File: config.mk
export PLATFORM = sky130hd
export DESIGN_NAME = irq_trap_ctrl_flat
export DESIGN_NICKNAME = d
export VERILOG_FILES = /design/src/rtl/irq_trap_ctrl_if.sv /design/src/rtl/irq_trap_ctrl.sv /design/src/flat_wrapper.sv
export SDC_FILE = /design/constraint.sdc
export NUM_CORES = 1
export LEC_CHECK = 0
export BUFFER_PORTS_ARGS = -buffer_cell sky130_fd_sc_hd__buf_2
export CORE_AREA = 2 2 125 127
export DETAILED_ROUTE_END_ITERATION = 8
export DIE_AREA = 0 0 127 129
export PLACE_DENSITY = 0.8
export SLEW_MARGIN = 20
export SYNTH_ARGS = -nofsm -noshare
export SYNTH_HDL_FRONTEND = slang
export SYNTH_SLANG_ARGS = --single-unit
export TNS_END_PERCENT = 5
File: constraint.sdc
create_clock -name clk_in -period 4.8 [get_ports clk_in]
set_clock_uncertainty 0.05 [all_clocks]
set_input_delay 0.48 -clock clk_in [delete_from_list [all_inputs] [get_ports clk_in]]
set_output_delay 0.48 -clock clk_in [all_outputs]
set_load 0.02 [all_outputs]
File: src/rtl/irq_trap_ctrl_if.sv
// Trap handshake between the interrupt controller and the WB stage:
// held request with frozen cause/target, single-cycle acknowledge.
interface irq_trap_ctrl_if #(
    parameter int PC_SZ = 32
);
    logic             trap_req;
    logic             trap_ack;
    logic [5:0]       trap_cause;
    logic [PC_SZ-3:0] trap_pc;

    modport master (output trap_req, trap_cause, trap_pc, input trap_ack);
    modport slave  (input trap_req, trap_cause, trap_pc, output trap_ack);
endinterface

File: src/rtl/irq_trap_ctrl.sv
// Local interrupt controller: per-line sync/pending lanes, fixed-priority
// arbitration with mode-gated enables and delegation, trap FSM, privilege mode.
module irq_trap_lane #(
    parameter int SYNC_STAGES = 2
) (
    input  logic clk_in,
    input  logic reset_n_in,
    input  logic irq_raw,
    input  logic edge_cfg,
    input  logic clr,
    output logic pend
);
    logic [SYNC_STAGES-1:0] sync;
    logic                   hist;
    logic                   synced;

    assign synced = sync[SYNC_STAGES-1];

    // A fresh rising edge beats a clear landing in the same cycle.
    always_ff @(posedge clk_in or negedge reset_n_in) begin
        if (!reset_n_in) begin
            sync <= '0;
            hist <= 1'b0;
            pend <= 1'b0;
        end else begin
            sync <= {sync[SYNC_STAGES-2:0], irq_raw};
            hist <= synced;
            if (!edge_cfg)
                pend <= synced;
            else if (synced && !hist)
                pend <= 1'b1;
            else if (clr)
                pend <= 1'b0;
        end
    end
endmodule

module irq_trap_ctrl #(
    parameter int NUM_IRQ     = 16,
    parameter int SYNC_STAGES = 2,
    parameter int PC_SZ       = 32,
    parameter int RSZ         = 32
) (
    input  logic               clk_in,
    input  logic               reset_n_in,
    input  logic [NUM_IRQ-1:0] irq_in,
    input  logic [NUM_IRQ-1:0] irq_edge_cfg,
    input  logic [NUM_IRQ-1:0] irq_en,
    input  logic [NUM_IRQ-1:0] irq_deleg,
    input  logic [NUM_IRQ-1:0] irq_clr,
    input  logic               mstatus_mie,
    input  logic               sstatus_sie,
    input  logic [RSZ-1:0]     mtvec,
    input  logic [RSZ-1:0]     stvec,
    input  logic [1:0]         mpp,
    input  logic               spp,
    input  logic               mret,
    input  logic               sret,
    input  logic               exception_flag,
    input  logic               exception_deleg,
    irq_trap_ctrl_if.master    trap_bus,
    output logic [1:0]         mode,
    output logic [1:0]         nxt_mode,
    output logic [NUM_IRQ-1:0] pending
);
    localparam int PW = PC_SZ - 2;

    typedef enum logic [1:0] {IDLE, REQ, HOLD} state_t;

    state_t             state, state_nxt;
    logic [NUM_IRQ-1:0] s_tgt, glb_en, eligible, ack_clr, lane_clr;
    logic               win_any, win_s, ack_fire, exc_s;
    logic [5:0]         win_idx, win_cause;
    logic [RSZ-1:0]     win_tvec;
    logic [PW-1:0]      win_pc, exc_pc;
    logic [5:0]         idx_q, cause_q;
    logic [1:0]         tgt_q;
    logic [PW-1:0]      pc_q;

    function automatic logic [PW-1:0] tvec_base(input logic [RSZ-1:0] t);
        return PW'(t >> 2);
    endfunction

    irq_trap_lane #(.SYNC_STAGES(SYNC_STAGES)) u_lane [NUM_IRQ-1:0] (
        .clk_in     (clk_in),
        .reset_n_in (reset_n_in),
        .irq_raw    (irq_in),
        .edge_cfg   (irq_edge_cfg),
        .clr        (lane_clr),
        .pend       (pending)
    );

    assign ack_fire = (state == REQ) && trap_bus.trap_ack && !exception_flag;

    for (genvar g = 0; g < NUM_IRQ; g++) begin : g_clr
        assign ack_clr[g] = ack_fire && (idx_q == 6'(g));
    end
    assign lane_clr = irq_clr | ack_clr;

    // Delegated sources are masked outright in M-mode.
    always_comb begin
        s_tgt  = '0;
        glb_en = '0;
        for (int i = 0; i < NUM_IRQ; i++) begin
            s_tgt[i] = irq_deleg[i] && (mode <= 2'd1);
            if (irq_deleg[i] && mode == 2'd3)
                glb_en[i] = 1'b0;
            else if (s_tgt[i])
                glb_en[i] = (mode == 2'd0) || sstatus_sie;
            else
                glb_en[i] = (mode != 2'd3) || mstatus_mie;
        end
    end

    assign eligible = pending & irq_en & glb_en;

    always_comb begin
        win_any = 1'b0;
        win_idx = '0;
        win_s   = 1'b0;
        for (int i = NUM_IRQ - 1; i >= 0; i--) begin
            if (eligible[i]) begin
                win_any = 1'b1;
                win_idx = 6'(i);
                win_s   = s_tgt[i];
            end
        end
    end

    assign win_cause = 6'd16 + win_idx;
    assign win_tvec  = win_s ? stvec : mtvec;
    assign win_pc    = (win_tvec[1:0] == 2'b01) ? tvec_base(win_tvec) + PW'(win_cause)
                                                 : tvec_base(win_tvec);
    assign exc_s     = exception_deleg && (mode <= 2'd1);
    assign exc_pc    = exc_s ? tvec_base(stvec) : tvec_base(mtvec);

    always_comb begin
        state_nxt = state;
        case (state)
            IDLE:    if (win_any && !exception_flag) state_nxt = REQ;
            REQ:     if (exception_flag) state_nxt = IDLE;
                     else if (trap_bus.trap_ack) state_nxt = HOLD;
            HOLD:    state_nxt = IDLE;
            default: state_nxt = IDLE;
        endcase
    end

    always_comb begin
        nxt_mode = mode;
        if (exception_flag)
            nxt_mode = exc_s ? 2'd1 : 2'd3;
        else if (ack_fire)
            nxt_mode = tgt_q;
        else if (mret)
            nxt_mode = (mpp == 2'd2) ? 2'd3 : mpp;
        else if (sret)
            nxt_mode = {1'b0, spp};
    end

    always_ff @(posedge clk_in or negedge reset_n_in) begin
        if (!reset_n_in) begin
            state   <= IDLE;
            mode    <= 2'd3;
            idx_q   <= '0;
            cause_q <= '0;
            tgt_q   <= 2'd3;
            pc_q    <= '0;
        end else begin
            state <= state_nxt;
            mode  <= nxt_mode;
            if (state == IDLE && state_nxt == REQ) begin
                idx_q   <= win_idx;
                cause_q <= win_cause;
                tgt_q   <= win_s ? 2'd1 : 2'd3;
                pc_q    <= win_pc;
            end
        end
    end

    assign trap_bus.trap_req   = (state == REQ);
    assign trap_bus.trap_cause = cause_q;
    assign trap_bus.trap_pc    = exception_flag ? exc_pc : pc_q;
endmodule

File: src/flat_wrapper.sv
// flat-port wrapper written by rule: the top's interface ports become plain ports
module irq_trap_ctrl_flat 
#(
    parameter int NUM_IRQ     = 16,
    parameter int SYNC_STAGES = 2,
    parameter int PC_SZ       = 32,
    parameter int RSZ         = 32
)
  (clk_in, reset_n_in, irq_in, irq_edge_cfg, irq_en, irq_deleg, irq_clr, mstatus_mie, sstatus_sie, mtvec, stvec, mpp, spp, mret, sret, exception_flag, exception_deleg, mode, nxt_mode, pending, trap_bus_trap_req, trap_bus_trap_cause, trap_bus_trap_pc, trap_bus_trap_ack);
  irq_trap_ctrl_if #(.PC_SZ(PC_SZ)) trap_bus_i ();
  input  logic clk_in;
  input  logic reset_n_in;
  input  logic [NUM_IRQ-1:0] irq_in;
  input  logic [NUM_IRQ-1:0] irq_edge_cfg;
  input  logic [NUM_IRQ-1:0] irq_en;
  input  logic [NUM_IRQ-1:0] irq_deleg;
  input  logic [NUM_IRQ-1:0] irq_clr;
  input  logic mstatus_mie;
  input  logic sstatus_sie;
  input  logic [RSZ-1:0] mtvec;
  input  logic [RSZ-1:0] stvec;
  input  logic [1:0] mpp;
  input  logic spp;
  input  logic mret;
  input  logic sret;
  input  logic exception_flag;
  input  logic exception_deleg;
  output logic [1:0] mode;
  output logic [1:0] nxt_mode;
  output logic [NUM_IRQ-1:0] pending;
  output wire logic [$bits(trap_bus_i.trap_req)-1:0] trap_bus_trap_req;
  output wire logic [$bits(trap_bus_i.trap_cause)-1:0] trap_bus_trap_cause;
  output wire logic [$bits(trap_bus_i.trap_pc)-1:0] trap_bus_trap_pc;
  input wire logic [$bits(trap_bus_i.trap_ack)-1:0] trap_bus_trap_ack;
  assign trap_bus_trap_req = trap_bus_i.trap_req;
  assign trap_bus_trap_cause = trap_bus_i.trap_cause;
  assign trap_bus_trap_pc = trap_bus_i.trap_pc;
  assign trap_bus_i.trap_ack = trap_bus_trap_ack;
  irq_trap_ctrl #(.NUM_IRQ(NUM_IRQ), .SYNC_STAGES(SYNC_STAGES), .PC_SZ(PC_SZ), .RSZ(RSZ)) u_core (.clk_in(clk_in), .reset_n_in(reset_n_in), .irq_in(irq_in), .irq_edge_cfg(irq_edge_cfg), .irq_en(irq_en), .irq_deleg(irq_deleg), .irq_clr(irq_clr), .mstatus_mie(mstatus_mie), .sstatus_sie(sstatus_sie), .mtvec(mtvec), .stvec(stvec), .mpp(mpp), .spp(spp), .mret(mret), .sret(sret), .exception_flag(exception_flag), .exception_deleg(exception_deleg), .trap_bus(trap_bus_i), .mode(mode), .nxt_mode(nxt_mode), .pending(pending));
endmodule
==> out/qor.txt <==
========================================================================================
Via count of the first global-routing pass                                          6687
Largest stage delay on the critical path                                         0.62 ns
TritonCTS buffer count                                                                 9
Flip-flop and latch count after synthesis                                            104
Post-Synthesis Cells                                                                 790
Drt via density                                                                     5.69
Wire length on met3                                                              1330 um
Post-route minimum period                                                        4.99 ns
Maximum clock frequency                                                          201 MHz
Core Rows                                                                             45
Max_slew headroom                                                                  0.496
Dominant synthesized flop cell                                              sky130_fd_sc_hd__dfrtp_1
GP Congestion                                                                      0.928
Total of max-cap violations                                                            0
Avg Cell Area, Syn                                                             8.81 um^2
Area leader, netlist                                                        sky130_fd_sc_hd__dfrtp_1
Wire length of the first global-routing pass                                    34400 um
Commonest cells in the synthesized netlist                                  sky130_fd_sc_hd__nand2_1 (120), sky130_fd_sc_hd__dfrtp_1 (101), sky130_fd_sc_hd__a21oi_1 (56), sky130_fd_sc_hd__mux2i_1 (56), sky130_fd_sc_hd__nor2_1 (55)
Uppermost signal routing layer after detailed routing                               met4
Pin count of the biggest net entering global routing                                  61
Area share of the largest cell type after synthesis                                0.363
Power after layout                                                               3.30 mW
Category of cells accounting for the largest share of critical-path delay   compound AO/OA/AOI/OAI gates
Slew at the pin closest to its max-slew limit                                   0.756 ns
Final worst-path cycle share                                                        1.04
HPWL after detailed placement                                                   17000 um
Type of destination of the critical path                                            flop
Area growth from synthesis to final layout                                         29.3%
Total negative slack                                                            -1.42 ns
YS warnings                                                                            0
Met2 wirelength from detailed routing                                           10500 um
Distinct cell type count after synthesis                                              75
Biggest area contributors in the synthesized netlist                        sky130_fd_sc_hd__dfrtp_1 (36%), sky130_fd_sc_hd__mux2i_1 (8.1%), sky130_fd_sc_hd__nand2_1 (6.5%)
Clock Sinks                                                                          104
Antenna viol nets, final                                                               0
Peak fanout along the critical path                                                    8
Failing checks                                                              negative setup slack
Horiz. Die Dim                                                                    127 um
Count of input and output buffers                                                    211
Floorplan die area                                                           0.0164 mm^2
Overall routing resource usage                                                     0.266
Cell chosen for the clock root                                              sky130_fd_sc_hd__clkbuf_16
Detailed Route Iter0 Violations                                                      448
Fraction of final layout cells with drive strength greater than 1                  0.343
# nets final                                                                        1196
Max Root-Sink Buffers                                                                  2
Top-count cell post-synth                                                   sky130_fd_sc_hd__nand2_1
Count of H-tree levels built during CTS                                                3
Number of flops mapped to enable cells by yosys                                        0
Post-synthesis net count                                                             951
DRT Wirelength                                                                  21900 um
Cell area after technology mapping                                          0.00696 mm^2
Cell-by-cell listing of the critical path                                   buf_4, and3b_1, a311oi_1, a21o_1, nor4_1, buf_4, o211ai_4, a31oi_4, mux2_2, ha_1, a21o_1, a21oi_4, o21ai_2, and2_4, nor3b_2, a222oi_1, a221oi_4, buf_12, nand4_1, xor2_1, o221ai_1
Clock tree from TritonCTS                                                          built
Number of pins exceeding their max-slew limit in the final report                      0
RSZ-0062 raised after global routing                                                 yes
1st-pass router iterations                                                             6
Number of failing setup endpoints in the final timing report                          14
Initial core utilization                                                           0.465
M1 wire length                                                                   9500 um
Fraction of registers with async set or reset after synthesis                       1.00
Initial antenna violation count                                                        2
Post-route worst setup slack                                                   -0.186 ns
Cell leakage power                                                               4.23 nW
I/O pins                                                                             213
Worst path slowest cell                                                     sky130_fd_sc_hd__dfstp_2
Outcome                                                                     finished with violations
Largest vdd supply drop                                                         0.277 mV
Crit path DAT                                                                    5.17 ns
Sum of overflow across all layers after global routing                                 0
Total number of vias                                                                6998
Kind of critical path                                                            reg2reg
Average wire per cell in the routed design                                       17.8 um
Hold Fails Final Rpt                                                                   0
Combined buffer and inverter count along the critical path                             3
Post-CTS Hold Fix Bufs                                                                 0
Number of design rule violations left after detail routing                             0
Clock-pin slew of the registers on the worst-case setup and hold paths           0.08 ns
Required time reported for the critical path endpoint                            4.98 ns
Clock network latency to the later pin of the worst-skew pair                    0.36 ns
Power density over the cells                                                 367 mW/mm^2
Chip Height                                                                       129 um
Kind of launch point of the worst setup path                                        flop
Type of the tightest min-delay check                                            in2async
Proportion of synthesized chip area in sequential cells                            0.374
Core Region                                                                  0.0150 mm^2
========================================================================================
## kinds of logic after synthesis
logic type	count (synthesis)	synth area share
other	1	0.000539
and+or+nand+nor	299	0.210
adders and majority gates	5	0.0101
xor gates and xnor gates	28	0.0352
muxes	71	0.106
DFF	104	0.374
AOI/OAI and AO/OA	211	0.209
buffers and inverters	71	0.0552
## repair_timing
action / CTS / global route
pin swaps: 12 / 7
endpoints found under the setup margin: 16 / 19
buffers inserted: 2 / 2
gates cloned: 0 / 0
endpoints found under the hold margin: 0 / 0
resized for setup: 9 / 14
## flip-flops by register name (all words and copies together), names as in the netlist
| name | cells |
|---|---|
| u_core.idx_q | 3 |
| u_core.mode | 2 |
| u_core.pc_q | 30 |
| u_core.state | 2 |
| u_core.tgt_q | 1 |
| u_core.trap_bus.trap_cause | 2 |
| u_core.u_lane.hist | 16 |
| u_core.u_lane.pend | 16 |
| u_core.u_lane.sync | 32 |
## power by group
part           internal (mW)  switching (mW)
clock network          0.381           0.399
logic                  0.555           0.793
registers               1.04           0.137
total                   1.97            1.33
## path summary, 6_finish.rpt
check                                               from                   endpoint  slack [ns]  cells after the start
worst min register to register  u_core.u_lane[1].sync[0]   u_core.u_lane[1].sync[1]        0.30                      0
worst max-delay path                      u_core.mode[1]            u_core.pc_q[27]       -0.19                     21
worst max register to register            u_core.mode[1]            u_core.pc_q[27]       -0.19                     21
worst min-delay path                          reset_n_in     u_core.u_lane[11].pend        0.13                      1
max in group asynchronous                     reset_n_in   u_core.u_lane[4].sync[1]        3.47                      2
min in group clk_in                           irq_in[14]  u_core.u_lane[14].sync[0]        0.17                      1
## final cells by class
cell class / count / area, um^2
Inverter: 20 / 75.1
Clock inverter: 7 / 93.8
Multi-Input combinational cell: 615 / 4140
Sequential cell: 104 / 2610
Clock buffer: 9 / 225
Antenna cell: 2 / 5.00
Timing Repair Buffer: 285 / 1630
Tap cell: 188 / 235
Fill cell: 1366 / 5970
## through the flow
step	util	hold WS, ns	setup WS (ns)	instance area [um^2]	cells
global placement	0.570	0.282	-0.227	8530	1208
global route	0.601	0.153	-0.446	9000	1230
CTS	0.596	0.157	-0.240	8930	1226
detailed placement	0.570	0.286	-0.378	8530	1208
floorplan	-	0.134	-0.283	7020	790
finish	0.601	0.135	-0.186	9000	1230
## per-layer routing
layer / vias up / GRT usage
met5: - / 0
met4: 0 / 0.0970
met3: 44 / 0.0491
met2: 257 / 0.439
met1: 3357 / 0.353
li1: 3340 / -
## placed cells by master, fill, tap and decap left out, types with 26 or more instances in the layout
cell type                   n
sky130_fd_sc_hd__a21o_1    26
sky130_fd_sc_hd__nand3_1   26
sky130_fd_sc_hd__dfrtp_1  101
sky130_fd_sc_hd__nand2_1  120
sky130_fd_sc_hd__buf_2    210
sky130_fd_sc_hd__mux2i_1   54
sky130_fd_sc_hd__nor2_1    54
sky130_fd_sc_hd__a21oi_1   55
sky130_fd_sc_hd__o21ai_0   33
sky130_fd_sc_hd__buf_4     74
Power figures use the tool's default switching activity.
